[config.mk]
export PLATFORM = sky130hd
export DESIGN_NAME = tape_load_sequencer
export DESIGN_NICKNAME = d
export VERILOG_FILES = /design/src/rtl/tape_load_sequencer.sv
export SDC_FILE = /design/constraint.sdc
export NUM_CORES = 1
export LEC_CHECK = 0
export CAP_MARGIN = 20
export CORE_ASPECT_RATIO = 0.6
export CORE_MARGIN = 8
export CORE_UTILIZATION = 44
export DETAILED_ROUTE_END_ITERATION = 8
export PLACE_DENSITY = 0.75
export SLEW_MARGIN = 20
export SYNTH_ARGS = -nofsm -noshare
export SYNTH_HDL_FRONTEND = slang
export SYNTH_SLANG_ARGS = --single-unit
export TNS_END_PERCENT = 5
[constraint.sdc]
create_clock -name clock -period 1.7 [get_ports clock]
set_input_delay 0.51 -clock clock [delete_from_list [all_inputs] [get_ports clock]]
set_output_delay 0.51 -clock clock [all_outputs]
set_load 0.02 [all_outputs]
[src/rtl/tape_load_sequencer.sv]
// tape_load_sequencer: loads symbols onto a tape, then starts and paces a machine until it halts or times out
module tape_load_sequencer #(
    parameter int DATA_W = 4,
    parameter int TAPE_LEN = 64,
    parameter int MAX_STEPS = 4095,
    localparam int ADDR_W = $clog2(TAPE_LEN)
) (
    input  logic              clock,
    input  logic              reset_n,
    input  logic [DATA_W-1:0] data_in,
    input  logic              next,
    input  logic              done,
    input  logic              step_mode,
    input  logic              tm_halted,
    output logic              tm_wr_en,
    output logic [ADDR_W-1:0] tm_wr_addr,
    output logic [DATA_W-1:0] tm_wr_data,
    output logic              tm_start,
    output logic              tm_step,
    output logic [ADDR_W:0]   load_count,
    output logic [11:0]       step_count,
    output logic [1:0]        status,
    output logic              compute_done
);
    typedef enum logic [2:0] {LOAD, START, RUN, HALTED, TIMEOUT} state_t;
    state_t state, state_n;
    logic next_s, next_h, done_s, done_h;
    logic next_ev, done_ev, full, wr_go, step_go;

    always_comb begin
        next_ev = next_s & ~next_h;
        done_ev = done_s & ~done_h;
        full = load_count == (ADDR_W+1)'(TAPE_LEN);
        state_n = state;
        wr_go = 1'b0;
        step_go = 1'b0;
        case (state)
            LOAD: begin
                state_n = done_ev ? START : LOAD;
                wr_go = next_ev & ~done_ev & ~full;
            end
            START: state_n = RUN;
            RUN: begin
                if (done_ev) state_n = LOAD;
                else if (tm_halted) state_n = HALTED;
                else if (step_count == 12'(MAX_STEPS)) state_n = TIMEOUT;
                else step_go = step_mode ? next_ev : 1'b1;
            end
            HALTED, TIMEOUT: state_n = done_ev ? LOAD : state;
            default: state_n = LOAD;
        endcase
    end

    // button history resets high so a button held through reset yields no event
    always_ff @(posedge clock or negedge reset_n) begin
        if (!reset_n) begin
            state <= LOAD;
            {next_s, next_h, done_s, done_h} <= 4'b1111;
            tm_wr_en <= 1'b0;
            tm_wr_addr <= '0;
            tm_wr_data <= '0;
            tm_start <= 1'b0;
            tm_step <= 1'b0;
            load_count <= '0;
            step_count <= '0;
            status <= 2'b00;
            compute_done <= 1'b0;
        end else begin
            next_s <= next;
            next_h <= next_s;
            done_s <= done;
            done_h <= done_s;
            state <= state_n;
            tm_wr_en <= wr_go;
            tm_start <= state == START;
            tm_step <= step_go;
            if (wr_go) begin
                tm_wr_addr <= load_count[ADDR_W-1:0];
                tm_wr_data <= data_in;
                load_count <= load_count + (ADDR_W+1)'(1);
            end
            if (state_n == LOAD && state != LOAD) load_count <= '0;
            if (state == START) step_count <= '0;
            else if (step_go) step_count <= step_count + 12'd1;
            status <= state_n == HALTED ? 2'b10 : state_n == TIMEOUT ? 2'b11 : state_n == LOAD ? 2'b00 : 2'b01;
            compute_done <= state_n == HALTED || state_n == TIMEOUT;
        end
    end
endmodule

==> results of run 1 <==
how the worst min path moves through the flow:
stage,start,end,depth (start not counted)
floorplan,reset_n,compute_done,0
global placement,done_s,done_h,0
detailed placement,done_s,done_h,0
CTS,reset_n,step_count[6],1
global route,reset_n,step_count[6],1
finish,reset_n,step_count[6],1
cells in the final DEF, fill, tap and decap left out, drive strengths merged, types with 6 or more instances in the layout:
cell type      Yosys  routed
dfrtp             37      37
dlygate4sd2        0      36
nand4              9       9
clkdlybuf4s50      0       7
nand3              9       9
nor2              24      24
nand2             31      31
xor2              15      15
a21oi              7       7
clkbuf             3       6
buf                4      21
state kept, by name (all words and copies together), names as in the netlist, 3 cells and up:
signal	flops
tm_wr_addr	6
load_count	7
step_count	12
tm_wr_data	4
state	3
logic make-up after synthesis:
group           synth area share [%]
simple gates                   24.39
flops                          55.68
buf+inv                        3.580
compound gates                 6.757
fa+ha+maj                      2.027
xor+xnor                       7.568
metrics by stage:
stage,setup slack [ps],std cells
6_report,-45.04,308
5_1_grt,-116.7,308
4_1_cts,-47.76,307
3_5_place_dp,-551.7,299
3_3_place_gp,-478.1,299
2_1_floorplan,-65.13,182
metal layers:
metal	vias to the layer above	global-route usage (%)	wire length, um
met5	-	0	0
met4	0	2.809	31
met3	2	3.887	305
met2	40	21.67	2144
met1	750	19.43	2131
li1	749	-	-
power by group:
group	switching [uW]	internal, uW	leakage (uW)	total [uW]
clock	344	478	0.0000574	821
sequential	90.6	1140	0.000535	1230
combinational	563	390	0.000748	954
layout make-up:
class | instances | area [um^2] | share of cell area [%]
multi-input combinational | 129 | 789.5 | 30.37
inverter | 6 | 23.77 | 0.9143
clock buffer | 6 | 82.58 | 3.176
tap | 60 | 75.07 | 2.887
sequential | 41 | 1035 | 39.80
timing repair buffer | 64 | 556.8 | 21.41
clock inverter | 2 | 37.54 | 1.444
worst max-delay path: cells and delay by family:
kind,cells,cell delay (ps)
simple gates,3,570
buf+inv,2,450
compound gates,1,230
xor+xnor,1,160
timing repair:
action	in CTS	in global routing
pin swaps	1	3
setup endpoints to repair	49	33
gates resized for setup	38	6
cloned	0	1
==> out/qor.csv, run 1 <==
metric,value,unit
Final Util,63.78,%
initial antenna violation count,0,
initial core utilization,45.43,%
R2R setup slack,-20,ps
Post-synth top flop,dfrtp_1,
Slew headroom,77.04,%
largest net degree at the start of global routing,23,
worst skew pair latency,290,ps
r2r startpoint,done_h,
Crit. End Element,flip-flop,
Die X-Extent,99.75,um
routed vias/inst,5.003,
Tot GR Track Use,14.10,%
Startpoint Class,input port,
CTS tree,built,
P per Cell Area,1155,nW/um^2
"Cell Chain, Critical Path",dlygate4sd2_1 -> or3b_4 -> a2111oi_4 -> buf_6 -> nand4b_1 -> xor2_1 -> nor2_1,
# port buffers,44,
die area,6608,um^2
syn_nets,195,
first-pass GRT wire length,7396,um
async set-reset flop share out of synthesis,100.0,%
Syn-to-layout area delta,40.41,%
DRT iter0 DRCs,61,
critical path start-end classification,input port to flip-flop,
Max Cap Violations,0,
slowest CP cell,or3b_4,
clock sink count,41,
Max Fanout on Critical Path,12,
CTS buffer count,5,
Peak Freq,573.1,MHz
Row Count,18,
Seq cells post-synth,41,
last element of the critical path,step_count[10],
Worst Setup SP,tm_halted,
Worst Max-Slew Pin Slew,343.3,ps
RSZ-0062 raised after global routing,true,
failing checks,negative setup slack,
I/O Pins,45,
core region area,4076,um^2
share of the synthesized area in the top cell type,50.00,%
Tcrit/Tclk final,102.6,%
synthesized cell area,1852,um^2
VDD IR-drop max,0.7415,mV
routed via count,1541,
Routed WL,4613,um
height of the chip,66.25,um
final setup fails,6,
Hold/Removal Path Class,input port to asynchronous set/reset pin,
largest area contributor in the netlist,dfrtp_1,
leakage,0.001340,uW
Crit path required time,1880,ps
total power,3003,uW
worst r2r dst,step_count[10],
H-tree depth,2,
Hold Fails Final Rpt,0,
"Slew Viols, Final",0,
vias in the first global route,1478,
DRC Markers,0,
Overflow after GRT,0,
Worst Skew,10.87,ps
CTS root buf,clkbuf_8,
Crit path arrival time,1930,ps
top-count cell post-synth,dfrtp_1,
n_diodes,0,
Fillers,332,
clock period minus worst slack,1745,ps
DR pass1 iterations,4,
post-synthesis cell type count,35,
setup TNS,-151.6,ps
Clock Pin Slew Worst Setup and Hold Paths,80,ps
hold_ws,72.19,ps
Post-CTS Hold Buffers,0,
Synth Warn #,0,
clock buffer depth,2,
"EDFF count, synth",0,
Area contributors post-synth,"dfrtp_1 (50%), xor2_1 (7.1%), nand2_1 (6.3%)",
Worst R2R Path Depth,7,
Post-DP HPWL,3341,um
nets@finish,260,
"Largest stage delay, worst path",390,ps
Routed Antenna Nets,0,
Placed Instance Area,2489,um^2
routed len/inst,14.98,um
Final Cell Area,2600,um^2
share of layout cells above drive strength 1,19.35,%
post-synthesis cell count,182,
run status,"complete, but fails checks",
Commonest cells post-synth,"dfrtp_1 (37), nand2_1 (31), nor2_1 (24)",
setup slack after layout,-45.04,ps
sequential share of the synthesized area,55.68,%
postcts setup bufs,0,
Syn Area/Cell,10.17,um^2
GPL Wtd Cong,0.8492,
Note: power is estimated with default switching activity, not from simulation.
==> run 2, diff against run 1 <==
Settings changed: CORE_UTILIZATION 44 to 40, CTS_BUF_LIST from default to sky130_fd_sc_hd__clkbuf_16, PLACE_DENSITY 0.75 to 0.69, RECOVER_POWER from default to 25.
==> run 2 against run 1 <==
  * The run still ends with negative setup slack left
  * Flip-flop and latch count did not move
  * Combinational power grew 0.6%
  * Utilization fell by 6.1 points
  * Total power grew 2.9%
  * Clock-buffer cell count decreased by 1
  * Largest cell class unchanged
  * Highest routed layer unchanged
==> out/qor.csv, run 2 (synthesis results as in run 1) <==
metric,value,unit,change
Startpoint Class,flip-flop,,
Die X-Extent,103.8,um,+4.1%
H-tree depth,2,,unchanged
VDD IR-drop max,0.5640,mV,-24%
routed vias/inst,4.891,,-2.2%
clock sink count,41,,unchanged
Post-DP HPWL,3265,um,-2.3%
RSZ-0062 raised after global routing,true,,
Biggest register,step_count,,
routed len/inst,13.83,um,-7.7%
n_diodes,0,,unchanged
Tot GR Track Use,12.57,%,-1.5 points
GPL Wtd Cong,0.8337,,-1.8%
DRC Markers,0,,unchanged
"Largest stage delay, worst path",510,ps,+120 ps
Final Cell Area,2606,um^2,+0.24%
nets@finish,261,,+0.38%
leakage,0.001356,uW,+1.2%
die area,7134,um^2,+8.0%
Routed Antenna Nets,0,,unchanged
DR pass1 iterations,4,,unchanged
slowest CP cell,or3_4,,
Syn-to-layout area delta,40.74,%,
critical path's top delay family,simple AND/OR/NAND/NOR gates,,
first-pass GRT wire length,7348,um,-0.65%
CTS root buf,clkbuf_16,,
largest registers,"step_count: 12 flops, load_count: 7 flops, tm_wr_addr: 6 flops",,
routed via count,1526,,-0.97%
clock period minus worst slack,1729,ps,-16.46 ps
Overflow after GRT,0,,unchanged
Row Count,19,,+1
critical path start-end classification,flip-flop to flip-flop,,
Post-CTS Hold Buffers,0,,unchanged
Worst Skew,6.455,ps,-4.412 ps
share of layout cells above drive strength 1,18.07,%,-1.3 points
Tcrit/Tclk final,101.7,%,-0.97 points
Routed WL,4315,um,-6.5%
Crit path required time,1870,ps,about the same
final setup fails,2,,-4
Max Fanout on Critical Path,13,,+1
r2r startpoint,step_count[0],,
largest net degree at the start of global routing,26,,+13%
CTS buffer count,5,,unchanged
clock buffer depth,2,,unchanged
run status,"complete, but fails checks",,
CP bufs+invs,0,,-2
Final Util,57.70,%,-6.1 points
Max Cap Violations,0,,unchanged
Hold/Removal Path Class,input port to asynchronous set/reset pin,,
DRT iter0 DRCs,76,,+25%
height of the chip,68.71,um,+3.7%
most frequent cells in the layout,"dfrtp_1 (35), dlygate4sd2_1 (35), nand2_1 (30), nor2_1 (24), buf_4 (19)",,
Worst Max-Slew Pin Slew,862.7,ps,+519.3 ps
hold_ws,322.6,ps,+250.4 ps
I/O Pins,45,,unchanged
CTS tree,built,,
setup slack after layout,-28.58,ps,+16.46 ps
initial core utilization,41.00,%,-4.4 points
vias in the first global route,1472,,-0.41%
# port buffers,44,,unchanged
core region area,4517,um^2,+11%
"Cell Chain, Critical Path",ha_1 -> nand3_1 -> or3_4 -> nand2_1 -> xor2_1 -> nor2_1,,
Clock Pin Slew Worst Setup and Hold Paths,60,ps,-20 ps
P per Cell Area,1186,nW/um^2,+2.7%
failing checks,negative setup slack,,
initial antenna violation count,0,,unchanged
R2R setup slack,-30,ps,about the same
Worst R2R Path Depth,6,,-1
Slew headroom,42.49,%,-35 points
Fillers,420,,+27%
worst r2r dst,step_count[0],,
max reg flops,12,,unchanged
Crit. End Element,flip-flop,,
worst skew pair latency,280,ps,about the same
Crit path arrival time,1890,ps,-40 ps
"Slew Viols, Final",0,,unchanged
Placed Instance Area,2512,um^2,+0.96%
Peak Freq,578.5,MHz,+0.95%
Hold Fails Final Rpt,0,,unchanged
## run 2: layout make-up
type / instances / area (um^2) / share of cell area (%)
clock buffers: 5 / 125.1 / 4.801
flip-flops and latches: 41 / 1033 / 39.65
repair buffers: 66 / 564.3 / 21.65
clock inverters: 3 / 17.52 / 0.6721
inverters: 6 / 23.77 / 0.9121
well taps: 63 / 78.83 / 3.024
multi-input cells: 128 / 763.2 / 29.28
## run 2: metrics by stage
stage               worst slack [ps]  std cells  power (uW)  TNS [ps]
finish                        -28.58        312        3091    -29.05
global route                  -107.6        312        3292     -1571
CTS                           -107.1        312        3144    -813.3
detailed placement            -537.0        303        2315     -6395
global placement              -477.3        303        2295     -6042
floorplan                     -65.13        182        1775    -406.5
## run 2: where the power goes
part / internal [uW] / leakage [uW] / switching, uW
clock network: 538 / 0.0000696 / 364
registers: 1140 / 0.000537 / 88.9
logic: 404 / 0.000750 / 557
## run 2: timing repair
action,4_1_cts,5_1_grt
gates cloned,1,0
resized for setup,41,3
endpoints found under the setup margin,48,25
setup buffers,0,0
pin swaps,4,1
## run 2: layer usage
metal / up-vias / part of all wire [%] / GRT usage, %
met1: 739 / 49 / 16.89
met5: - / 0 / 0
met2: 33 / 45 / 20.19
met4: 0 / 0.63 / 3.220
li1: 752 / - / -
met3: 2 / 5.1 / 3.154
## run 2: worst max-delay path by stage
stage	startpoint	to	slack, ps	depth (start not counted)
after floorplan	next_s	tm_wr_addr[1]	-70	6
after global routing	next_s	step_count[10]	-110	6
after global placement	tm_halted	step_count[10]	-480	7
after detailed placement	tm_halted	step_count[10]	-540	7
after CTS	state[0]	step_count[10]	-110	6
final	step_count[0]	step_count[0]	-30	6
